### src/rtl/reaction_pkg.sv
// Shared types and constants for the reaction timer controller.
// Latency: n/a (declarations only).
// Backpressure: n/a.
package reaction_pkg;

    localparam int MS_W = 14;

    typedef enum logic [1:0] {
        ST_IDLE = 2'd0,
        ST_WAIT = 2'd1,
        ST_TIME = 2'd2,
        ST_DONE = 2'd3
    } state_t;

    typedef enum logic [1:0] {
        DISP_HI    = 2'd0,
        DISP_BLANK = 2'd1,
        DISP_NUM   = 2'd2,
        DISP_CHEAT = 2'd3
    } disp_mode_t;

    // Result reported when the player presses before the stimulus.
    localparam logic [MS_W-1:0] CHEAT_CODE = 14'd9999;

    // 16-bit Fibonacci LFSR, taps 16,14,13,11 (bits 15,13,12,10).
    localparam logic [15:0] LFSR_SEED = 16'hACE1;
    localparam logic [15:0] LFSR_TAPS = 16'hB400;

    function automatic logic [15:0] lfsr_step(input logic [15:0] s);
        return {s[14:0], ^(s & LFSR_TAPS)};
    endfunction

endpackage

### src/rtl/reaction_ctrl_if.sv
// Converter handshake bundle between the controller and the binary-to-BCD converter.
// Latency: n/a (wires only).
// Backpressure: bcd_ready low holds off conv_start; bcd_done_tick closes each conversion.
// Signals: bin (value to convert), conv_start (1-cycle start), bcd_ready, bcd_done_tick.
interface reaction_ctrl_if;
    logic [reaction_pkg::MS_W-1:0] bin;
    logic                          conv_start;
    logic                          bcd_ready;
    logic                          bcd_done_tick;

    modport master (
        output bin,
        output conv_start,
        input  bcd_ready,
        input  bcd_done_tick
    );

    modport slave (
        input  bin,
        input  conv_start,
        output bcd_ready,
        output bcd_done_tick
    );
endinterface

### src/rtl/reaction_ctrl_ms_tick_gen.sv
// Millisecond tick generator: mod-TICK_DIV counter with synchronous clear and enable.
// Latency: first tick TICK_DIV enabled cycles after a clear; tick is combinational off the count.
// Backpressure: none; counter holds while en is low.
// Ports: clk, reset, clr (restart count), en (count), tick (one cycle per TICK_DIV).
module ms_tick_gen #(
    parameter int TICK_DIV = 100000
) (
    input  logic clk,
    input  logic reset,
    input  logic clr,
    input  logic en,
    output logic tick
);

    localparam int CW = (TICK_DIV > 1) ? $clog2(TICK_DIV) : 1;
    localparam logic [CW-1:0] LAST = CW'(TICK_DIV - 1);

    logic [CW-1:0] cnt;

    assign tick = en && (cnt == LAST);

    always_ff @(posedge clk) begin
        if (reset || clr) begin
            cnt <= '0;
        end else if (en) begin
            cnt <= tick ? '0 : cnt + CW'(1);
        end
    end

endmodule

### src/rtl/reaction_ctrl.sv
// Reaction timer control FSM: random delay, stimulus LED, ms reaction count, result hand-off to BCD converter.
// Latency: outputs registered, one cycle after the causing input; conv_start one cycle after a serviceable request.
// Backpressure: conversion requests coalesce in a pending flag until bcd_ready and the previous conversion's done_tick.
// Ports: clk, reset, clear/start/stop ticks, conv (converter handshake, master side), led, disp_mode, result_valid.
module reaction_ctrl
    import reaction_pkg::*;
#(
    parameter int TICK_DIV     = 100000,
    parameter int MIN_DELAY_MS = 2000,
    parameter int TIMEOUT_MS   = 1000
) (
    input  logic                   clk,
    input  logic                   reset,
    input  logic                   clear,
    input  logic                   start,
    input  logic                   stop,
    reaction_ctrl_if.master        conv,
    output logic                   led,
    output logic [1:0]             disp_mode,
    output logic                   result_valid
);

    localparam logic [MS_W-1:0] MIN_DELAY = MS_W'(MIN_DELAY_MS);
    localparam logic [MS_W-1:0] TIMEOUT   = MS_W'(TIMEOUT_MS);

    state_t          state, state_next;
    logic [15:0]     lfsr;
    logic [MS_W-1:0] delay_ms, delay_next;
    logic [MS_W-1:0] ms_reg, ms_next, ms_inc;
    logic            cheat, cheat_next;
    logic            req;
    logic            tick;
    logic            led_next;
    disp_mode_t      disp_next;

    logic            pending;
    logic            busy;
    logic            final_issued;
    logic            issue;

    // Restarting the divider on every state change makes the first tick land
    // exactly TICK_DIV cycles after entry.
    ms_tick_gen #(.TICK_DIV(TICK_DIV)) u_tick (
        .clk   (clk),
        .reset (reset),
        .clr   (state_next != state),
        .en    ((state == ST_WAIT) || (state == ST_TIME)),
        .tick  (tick)
    );

    assign ms_inc = ms_reg + MS_W'(1);

    always_comb begin
        state_next = state;
        delay_next = delay_ms;
        ms_next    = ms_reg;
        cheat_next = cheat;
        req        = 1'b0;

        if (clear) begin
            state_next = ST_IDLE;
            ms_next    = '0;
            cheat_next = 1'b0;
        end else begin
            case (state)
                ST_IDLE: begin
                    if (start) begin
                        delay_next = MIN_DELAY + {1'b0, lfsr[12:0]};
                        cheat_next = 1'b0;
                        state_next = ST_WAIT;
                    end
                end
                ST_WAIT: begin
                    if (stop) begin
                        ms_next    = CHEAT_CODE;
                        cheat_next = 1'b1;
                        req        = 1'b1;
                        state_next = ST_DONE;
                    end else if (tick) begin
                        delay_next = delay_ms - MS_W'(1);
                        if (delay_ms <= MS_W'(1)) begin
                            ms_next    = '0;
                            req        = 1'b1;
                            state_next = ST_TIME;
                        end
                    end
                end
                ST_TIME: begin
                    // A stop coinciding with a tick freezes the count before the increment.
                    if (stop) begin
                        req        = 1'b1;
                        state_next = ST_DONE;
                    end else if (tick) begin
                        req = 1'b1;
                        if (ms_inc >= TIMEOUT) begin
                            ms_next    = TIMEOUT;
                            state_next = ST_DONE;
                        end else begin
                            ms_next = ms_inc;
                        end
                    end
                end
                ST_DONE: begin
                end
                default: begin
                    state_next = ST_IDLE;
                end
            endcase
        end
    end

    always_comb begin
        led_next  = (state_next == ST_TIME);
        disp_next = DISP_HI;
        case (state_next)
            ST_IDLE: disp_next = DISP_HI;
            ST_WAIT: disp_next = DISP_BLANK;
            ST_TIME: disp_next = DISP_NUM;
            ST_DONE: disp_next = cheat_next ? DISP_CHEAT : DISP_NUM;
            default: disp_next = DISP_HI;
        endcase
    end

    always_ff @(posedge clk) begin
        if (reset) begin
            state     <= ST_IDLE;
            lfsr      <= LFSR_SEED;
            delay_ms  <= '0;
            ms_reg    <= '0;
            cheat     <= 1'b0;
            led       <= 1'b0;
            disp_mode <= DISP_HI;
        end else begin
            state     <= state_next;
            lfsr      <= lfsr_step(lfsr);
            delay_ms  <= delay_next;
            ms_reg    <= ms_next;
            cheat     <= cheat_next;
            led       <= led_next;
            disp_mode <= disp_next;
        end
    end

    // busy spans issue to done_tick so a second start can never overlap a
    // conversion, including one left in flight across a clear.
    assign issue = pending && conv.bcd_ready && !busy && !clear;

    always_ff @(posedge clk) begin
        if (reset) begin
            pending         <= 1'b0;
            busy            <= 1'b0;
            final_issued    <= 1'b0;
            conv.conv_start <= 1'b0;
            conv.bin        <= '0;
            result_valid    <= 1'b0;
        end else begin
            conv.conv_start <= issue;
            if (issue) begin
                conv.bin <= ms_reg;
            end

            if (issue) begin
                busy <= 1'b1;
            end else if (conv.bcd_done_tick) begin
                busy <= 1'b0;
            end

            // A request landing on the issue edge keeps pending set so the newer value is sent next.
            if (clear) begin
                pending <= 1'b0;
            end else if (req) begin
                pending <= 1'b1;
            end else if (issue) begin
                pending <= 1'b0;
            end

            // Only a conversion started from DONE carries the final value.
            if (clear) begin
                final_issued <= 1'b0;
            end else if (issue) begin
                final_issued <= (state == ST_DONE);
            end

            if (clear) begin
                result_valid <= 1'b0;
            end else if ((state == ST_DONE) && final_issued && busy && conv.bcd_done_tick) begin
                result_valid <= 1'b1;
            end
        end
    end

endmodule
### src/flat_wrapper.sv
// flat-port wrapper written by rule: the top's interface ports become plain ports
module reaction_ctrl_flat import reaction_pkg::*;
#(
    parameter int TICK_DIV     = 100000,
    parameter int MIN_DELAY_MS = 2000,
    parameter int TIMEOUT_MS   = 1000
)
  (clk, reset, clear, start, stop, led, disp_mode, result_valid, conv_bin, conv_conv_start, conv_bcd_ready, conv_bcd_done_tick);
  reaction_ctrl_if conv_i ();
  input  logic clk;
  input  logic reset;
  input  logic clear;
  input  logic start;
  input  logic stop;
  output logic led;
  output logic [1:0] disp_mode;
  output logic result_valid;
  output wire logic [$bits(conv_i.bin)-1:0] conv_bin;
  output wire logic [$bits(conv_i.conv_start)-1:0] conv_conv_start;
  input wire logic [$bits(conv_i.bcd_ready)-1:0] conv_bcd_ready;
  input wire logic [$bits(conv_i.bcd_done_tick)-1:0] conv_bcd_done_tick;
  assign conv_bin = conv_i.bin;
  assign conv_conv_start = conv_i.conv_start;
  assign conv_i.bcd_ready = conv_bcd_ready;
  assign conv_i.bcd_done_tick = conv_bcd_done_tick;
  reaction_ctrl #(.TICK_DIV(TICK_DIV), .MIN_DELAY_MS(MIN_DELAY_MS), .TIMEOUT_MS(TIMEOUT_MS)) u_core (.clk(clk), .reset(reset), .clear(clear), .start(start), .stop(stop), .conv(conv_i), .led(led), .disp_mode(disp_mode), .result_valid(result_valid));
endmodule
### config.mk
export PLATFORM = sky130hd
export DESIGN_NAME = reaction_ctrl_flat
export DESIGN_NICKNAME = d
export VERILOG_FILES = /design/src/rtl/reaction_pkg.sv /design/src/rtl/reaction_ctrl_if.sv /design/src/rtl/reaction_ctrl_ms_tick_gen.sv /design/src/rtl/reaction_ctrl.sv /design/src/flat_wrapper.sv
export SDC_FILE = /design/constraint.sdc
export NUM_CORES = 1
export LEC_CHECK = 0
export CAP_MARGIN = 20
export CORE_MARGIN = 5
export CORE_UTILIZATION = 55
export CTS_CLUSTER_SIZE = 24
export DETAILED_ROUTE_END_ITERATION = 10
export GPL_TIMING_DRIVEN = 0
export PLACE_DENSITY = 0.75
export SETUP_SLACK_MARGIN = 0.15
export SKIP_LAST_GASP = 1
export SLEW_MARGIN = 30
export SYNTH_ARGS = -nofsm -noshare
export SYNTH_HDL_FRONTEND = slang
export SYNTH_SLANG_ARGS = --single-unit
export TNS_END_PERCENT = 30
### constraint.sdc
create_clock -name clk -period 3.6 [get_ports clk]
set_input_delay 0.36 -clock clk [delete_from_list [all_inputs] [get_ports clk]]
set_output_delay 0.36 -clock clk [all_outputs]
set_load 0.01 [all_outputs]
==> results of run 1 <==
per-stage QoR:
stage	cell area (sq um)	hold slack, ns	setup slack, ns	instances
3_3_place_gp	4720	0.401	0.458	664
6_report	4940	0.433	0.458	680
3_5_place_dp	4720	0.408	0.362	664
4_1_cts	4930	0.435	0.317	680
5_1_grt	4940	0.452	0.200	680
2_1_floorplan	4360	0.389	1.01	538
power groups by stage:
stage	sequential, uW	combinational, uW	clock (uW)
2_1_floorplan	1020	177	0
3_3_place_gp	1030	231	0
3_5_place_dp	1030	236	0
4_1_cts	1010	238	713
5_1_grt	1010	269	754
6_report	1010	242	699
placed cells by master (no fill, tap or decap), types with 4 or more instances in the layout:
cell	n
ha_1	10
dfxtp_1	86
inv_1	9
nand4b_1	4
nor3_1	35
or4_1	5
clkbuf_1	22
and3_1	11
o211ai_1	9
clkdlybuf4s50_1	24
clkbuf_8	9
xor2_1	19
xnor2_1	11
nand4_1	6
nor2_1	44
a31oi_1	6
and4_1	4
nor4_1	7
nand3_1	15
buf_2	4
o21ai_1	14
nor2b_1	13
o21ai_0	19
or2_2	10
nand2_1	65
a21oi_1	50
final cells by class:
class	count	share of cell area, %
buffer	31	2.56
clock inverter	7	1.60
inverter	10	0.760
multi-input combinational	411	50.3
tap	102	2.58
sequential	86	34.8
timing repair buffer	24	4.86
clock buffer	9	2.51
repair_timing:
action                                  in CTS  in global routing
resized for setup                            0                  3
endpoints found under the setup margin       0                 20
hold buffers                                 0                  0
cell families (layout without fill, tap and decap cells):
family                   Yosys count  after routing  synth area share [%]
AO/OA/AOI/OAI                    127            127                  18.0
XOR/XNOR                          30             30                  6.03
multiplexers                       4              4                 0.977
AND/OR/NAND/NOR                  240            240                  28.9
flip-flops                        86             86                  39.5
buffers and inverters             41             81                  3.73
adder cells (fa/ha/maj)           10             10                  2.87
layer usage:
layer	share of wire (%)	vias up	track usage [%]
met4	1.9	0	7.46
met1	45	1989	30.3
li1	-	1986	-
met5	0	-	0
met2	46	147	37.2
met3	6.8	27	5.94
worst max-delay path: cells and delay by family, from the launching register on:
family	cells	cell delay (ns)
DFF	1	0.49
and+or+nand+nor	4	0.83
AOI/OAI and AO/OA	2	0.49
adders and majority gates	1	0.31
buffers and inverters	4	0.96
worst max path at each step:
stage	from	end	depth (start not counted)	slack, ns
floorplan	u_core.state[0]	u_core.delay_ms[13]	11	1.01
global placement	u_core.state[0]	u_core.delay_ms[13]	11	0.46
detailed placement	u_core.state[0]	u_core.delay_ms[4]	11	0.36
CTS	u_core.state[0]	u_core.delay_ms[3]	11	0.32
global route	u_core.state[0]	u_core.delay_ms[13]	11	0.20
finish	u_core.state[0]	u_core.delay_ms[3]	11	0.46
==> metrics.md, run 1 <==
| Metric | Value |
|---|---|
| Outcome | complete, no violations |
| R2r setup slk | 0.46 ns |
| Yosys top cell by area | dfxtp_1 |
| H-tree depth | 3 |
| TritonCTS Buffers | 9 |
| Period Utilization, post-route | 87.3% |
| Clock Power Share | 35.8% |
| Fmax | 318 MHz |
| Clock Skew | between 0.009 and 0.01 ns |
| Async S/R FF share, synth | 0% |
| Flip-flop and latch area | 1720 sq um |
| Slew Limit Fails | 0 |
| CP cell instances | inv_1, ha_1, clkbuf_2, and4_1, nand3_1, o31ai_2, and2_1, clkbuf_1, buf_2, nand2_1, a21oi_1 |
| Synth area leaders | dfxtp_1 (40%), a21oi_1 (5.7%), nand2_1 (5.6%) |
| CTS Sinks | 86 |
| Ys Warns | 0 |
| Die area | 9800 sq um |
| Sw power | 552 uW |
| Effective utilization at floorplan | 56.4% |
| Max reg flops | 17 |
| Area occupied by multi-input gates | 2480 sq um |
| Distinct cells, synth | 66 |
| Clock buffer depth | 2 |
| RSZ-0062 raised after global routing | false |
| HP Class | reg -> reg |
| Final Power | 1950 uW |
| Yosys reg bits | 86 |
| Worst R2R Path Depth | 11 |
| Max cap viols | 0 |
| CP max stage delay | 0.49 ns |
| Setup TNS | 0 ns |
| FP Rows | 32 |
| Remaining Overflow, GRT | 0 |
| Critical Path Fanout Max | 10 |
| Inserted Diodes | 0 |
| Worst hold path depth | 1 |
| Least-Margin Pin Slew | 0.837 ns |
| Post-Syn Area per Cell | 8.10 sq um |
| Antenna Nets Post-Route | 0 |
| Fin util | between 60 and 70% |
| Boundary Pins | 26 |
| Comb pwr share | 12.4% |
| Fillers | a little under 700 |
| Synth cell count leaders | dfxtp_1 (86), nand2_1 (65), a21oi_1 (50), nor2_1 (44), nor3_1 (35) |
| Top FF cell, synth | dfxtp_1 |
| CP arrival | 3.42 ns |
| Area delta synth->final | 13.4% |
| Worst hold endpoint | u_core.lfsr[15] |
| PwrDens | 395 nW/um^2 |
| Crit start category | flop |
| Critical path class | reg -> reg |
| Critical-path top delay cell | dfxtp_1 |
| Post-Synthesis Cell Area | roughly 4400 sq um |
| Port buffer count | 24 |
| Post-route minimum period | approximately 3.1 ns |
| Layout cells sized above 1 | between 8 and 9% |
| Largest net degree at the start of global routing | 17 |
| Vias per cell | 6.10 |
| Final setup vio count | 0 |
| Initial antenna violation count | 0 |
| 1st-pass router iterations | 5 |
| Initial drt markers | 321 |
| GRT Total Usage | 23.1% |
| Top-count cell post-synth | dfxtp_1 |
| Top reg by flops | u_core.u_tick.cnt |
| Biggest regs | u_core.u_tick.cnt x17, u_core.lfsr x16 |
| Static Leakage | 0.00167 uW |
| Total Wirelength | 11000 um |
| # Post-CTS Setup Buffers | 0 |
| HPWL Detailed | 7850 um |
| CTS tree | yes |
| Slew HR | 43.7% |
| CTS clk-pin slew, worst paths | 0.09 ns |
| Placer Congestion | 0.891 |
| Worst r2r src | u_core.state[0] |
| Crit path capture type | flop |
| Int Pwr | 1400 uW |
| Final Hold Fails | 0 |
| Hold Startpoint | u_core.lfsr[14] |
| Register share of total power | 51.8% |
| Cells after Synth | 538 |
| Net Sw Frac | 28.3% |
| Clock Latency Late Sink | 0.36 ns |
| Die height | 99.0 um |
| Worst Path Required | 3.88 ns |
| Number of synthesized flops with an enable pin | 0 |
| Top cell type's share of synthesized area | 39.5% |
| Core footprint | 7730 sq um |
| Width of the die | between 90 and 100 um |
| Vias in the first global route | 3928 |
| Syn nets | 555 |
| Wirelength per Cell | about 16 um |
| Reg2reg end | u_core.delay_ms[3] |
| Global-route wire length before repair | 18800 um |
| Worst vdd ir | 0.000259 V |
| DRC Markers | 0 |
| Sequential share of the synthesized area | 39.5% |
| Final #Nets | 590 |
| Routed vias | 4149 |
| CTS root buffer | clkbuf_8 |
Power figures use the tool's default switching activity.
==> inputs of run 2 (changes only) <==
- CORE_MARGIN: 5 -> 4
- CORE_UTILIZATION: 55 -> 30
- DONT_BUFFER_PORTS: default -> 1
- PLACE_DENSITY: 0.75 -> default
==> metrics.md, run 2 (synthesis gave the netlist of run 1 again) <==
| Metric | Value |
|---|---|
| Commonest non-fill, non-tap cell in the layout | dfxtp_1 (unchanged) |
| Cell Area, Placed | 4590 sq um (was 4720 sq um) |
| Max cap viols | 0 (unchanged) |
| Area delta synth->final | 13.6% (was 13.4%) |
| Clock Skew | 0.00619 ns (was 0.00985 ns) |
| Critical Path Fanout Max | 10 (unchanged) |
| TritonCTS Buffers | 9 (unchanged) |
| Critical path class | reg -> reg (unchanged) |
| CTS tree | yes (unchanged) |
| DRC Markers | 0 (unchanged) |
| CP top delay family | buffers and inverters (unchanged) |
| Worst vdd ir | 0.000231 V (was 0.000259 V) |
| Critical-path top delay cell | dfxtp_1 (unchanged) |
| H-tree depth | 3 (unchanged) |
| Final Power | 2340 uW (was 1950 uW) |
| Initial drt markers | 334 (was 321) |
| HPWL Detailed | 8160 um (was 7850 um) |
| Initial antenna violation count | 0 (unchanged) |
| Clock buffer depth | 2 (unchanged) |
| Cts hold-fix bufs | 0 (unchanged) |
| RSZ-0062 raised after global routing | false (unchanged) |
| Worst Path Required | 3.87 ns (was 3.88 ns) |
| Most frequent cells in the layout | dfxtp_1 (86), nand2_1 (65), a21oi_1 (50) (unchanged) |
| Die height | 128 um (was 99.0 um) |
| PwrDens | 473 nW/um^2 (was 395 nW/um^2) |
| Top reg by flops | u_core.u_tick.cnt (unchanged) |
| Vias in the first global route | 3801 (was 3928) |
| Setup TNS | 0 ns (unchanged) |
| Period Utilization, post-route | 85.8% (was 87.3%) |
| Width of the die | 128 um (was 99.0 um) |
| Final Instance Area | 4950 sq um (was 4940 sq um) |
| Outcome | complete, no violations (unchanged) |
| Crit path capture type | flop (unchanged) |
| Layout cells sized above 1 | 8.12% (was 8.13%) |
| CP max stage delay | 0.48 ns (was 0.49 ns) |
| Fin util | 35.2% (was 63.9%) |
| # Post-CTS Setup Buffers | 0 (unchanged) |
| Buf/Inv on CP | 4 (unchanged) |
| Largest net degree at the start of global routing | 14 (was 17) |
| Inserted Diodes | 0 (unchanged) |
| Clock Latency Late Sink | 0.34 ns (was 0.36 ns) |
| CP arrival | 3.36 ns (was 3.42 ns) |
| Die area | 16500 sq um (was 9800 sq um) |
| Final Hold Fails | 0 (unchanged) |
| Static Leakage | 0.00166 uW (was 0.00167 uW) |
| Vias per cell | 5.44 (was 6.10) |
| CTS root buffer | clkbuf_16 (was clkbuf_8) |
| CP cell instances | inv_1, ha_1, clkbuf_2, and4_1, nand3_1, o31ai_1, and2_1, clkbuf_1, buf_2, nand2_1, a21oi_1 (was inv_1, ha_1, clkbuf_2, and4_1, nand3_1, o31ai_2, and2_1, clkbuf_1, buf_2, nand2_1, a21oi_1) |
| Effective utilization at floorplan | 31.0% (was 56.4%) |
| Placer Congestion | 0.926 (was 0.891) |
| Crit start category | flop (unchanged) |
| Core footprint | 14000 sq um (was 7730 sq um) |
| Global-route wire length before repair | 18900 um (was 18800 um) |
| Antenna Nets Post-Route | 0 (unchanged) |
| Total Wirelength | 11200 um (was 11000 um) |
| Port buffer count | 0 (was 24) |
| Remaining Overflow, GRT | 0 (unchanged) |
| FP Rows | 43 (was 32) |
| Slew HR | 44.5% (was 43.7%) |
| CTS clk-pin slew, worst paths | 0.06 ns (was 0.09 ns) |
| Post-cts sizing count | 0 (unchanged) |
| 1st-pass router iterations | 5 (unchanged) |
| Least-Margin Pin Slew | 0.822 ns (was 0.837 ns) |
| Routed vias | 3995 (was 4149) |
| Final #Nets | 566 (was 590) |
| Slew Limit Fails | 0 (unchanged) |
| Post-route minimum period | 3.09 ns (was 3.14 ns) |
| HP Class | in -> reg (was reg -> reg) |
| Fmax | 324 MHz (was 318 MHz) |
| Boundary Pins | 26 (unchanged) |
| CTS Sinks | 86 (unchanged) |
| Biggest regs | u_core.u_tick.cnt x17, u_core.lfsr x16 (unchanged) |
| Final setup vio count | 0 (unchanged) |
| Wirelength per Cell | 15.2 um (was 16.2 um) |
| Max reg flops | 17 (unchanged) |
| GRT Total Usage | 14.0% (was 23.1%) |
| R2r setup slk | 0.51 ns (was 0.46 ns) |
## run 2: per-layer routing
| layer | vias up | track usage, % | part of all wire, % |
|---|---|---|---|
| met2 | 117 | 21.9 | 45 |
| met4 | 0 | 4.08 | 1.7 |
| li1 | 1949 | - | - |
| met3 | 17 | 4.82 | 8.2 |
| met5 | - | 0 | 0 |
| met1 | 1912 | 18.5 | 45 |
## run 2: area by class of cell
type / instances / area (sq um)
fill: 1451 / 9090
multi-input combinational: 411 / 2490
sequential: 86 / 1720
clock buffer: 13 / 260
tap: 180 / 225
buffer: 31 / 126
clock inverter: 3 / 90.1
inverter: 10 / 37.5
## run 2: report_power, final
group / leakage, uW / switching (uW) / internal, uW
sequential: 0.000699 / 29.9 / 981
clock: 0.000170 / 382 / 717
combinational: 0.000790 / 148 / 83.2
## run 2: path summary, 6_finish.rpt
| check | from | depth (start not counted) | to |
|---|---|---|---|
| setup reg to reg | u_core.state[0] | 11 | u_core.delay_ms[9] |
| hold / removal | conv_bcd_done_tick | 2 | u_core.busy |
| hold reg to reg | u_core.lfsr[14] | 1 | u_core.lfsr[15] |
| setup / recovery | u_core.state[0] | 11 | u_core.delay_ms[9] |
## run 2: metrics by stage
step	cells	worst slack (ns)	hold WS, ns
global route	734	0.274	0.203
finish	734	0.511	0.208
detailed placement	718	0.395	0.419
global placement	718	0.442	0.398
CTS	734	0.374	0.188
floorplan	538	1.01	0.389
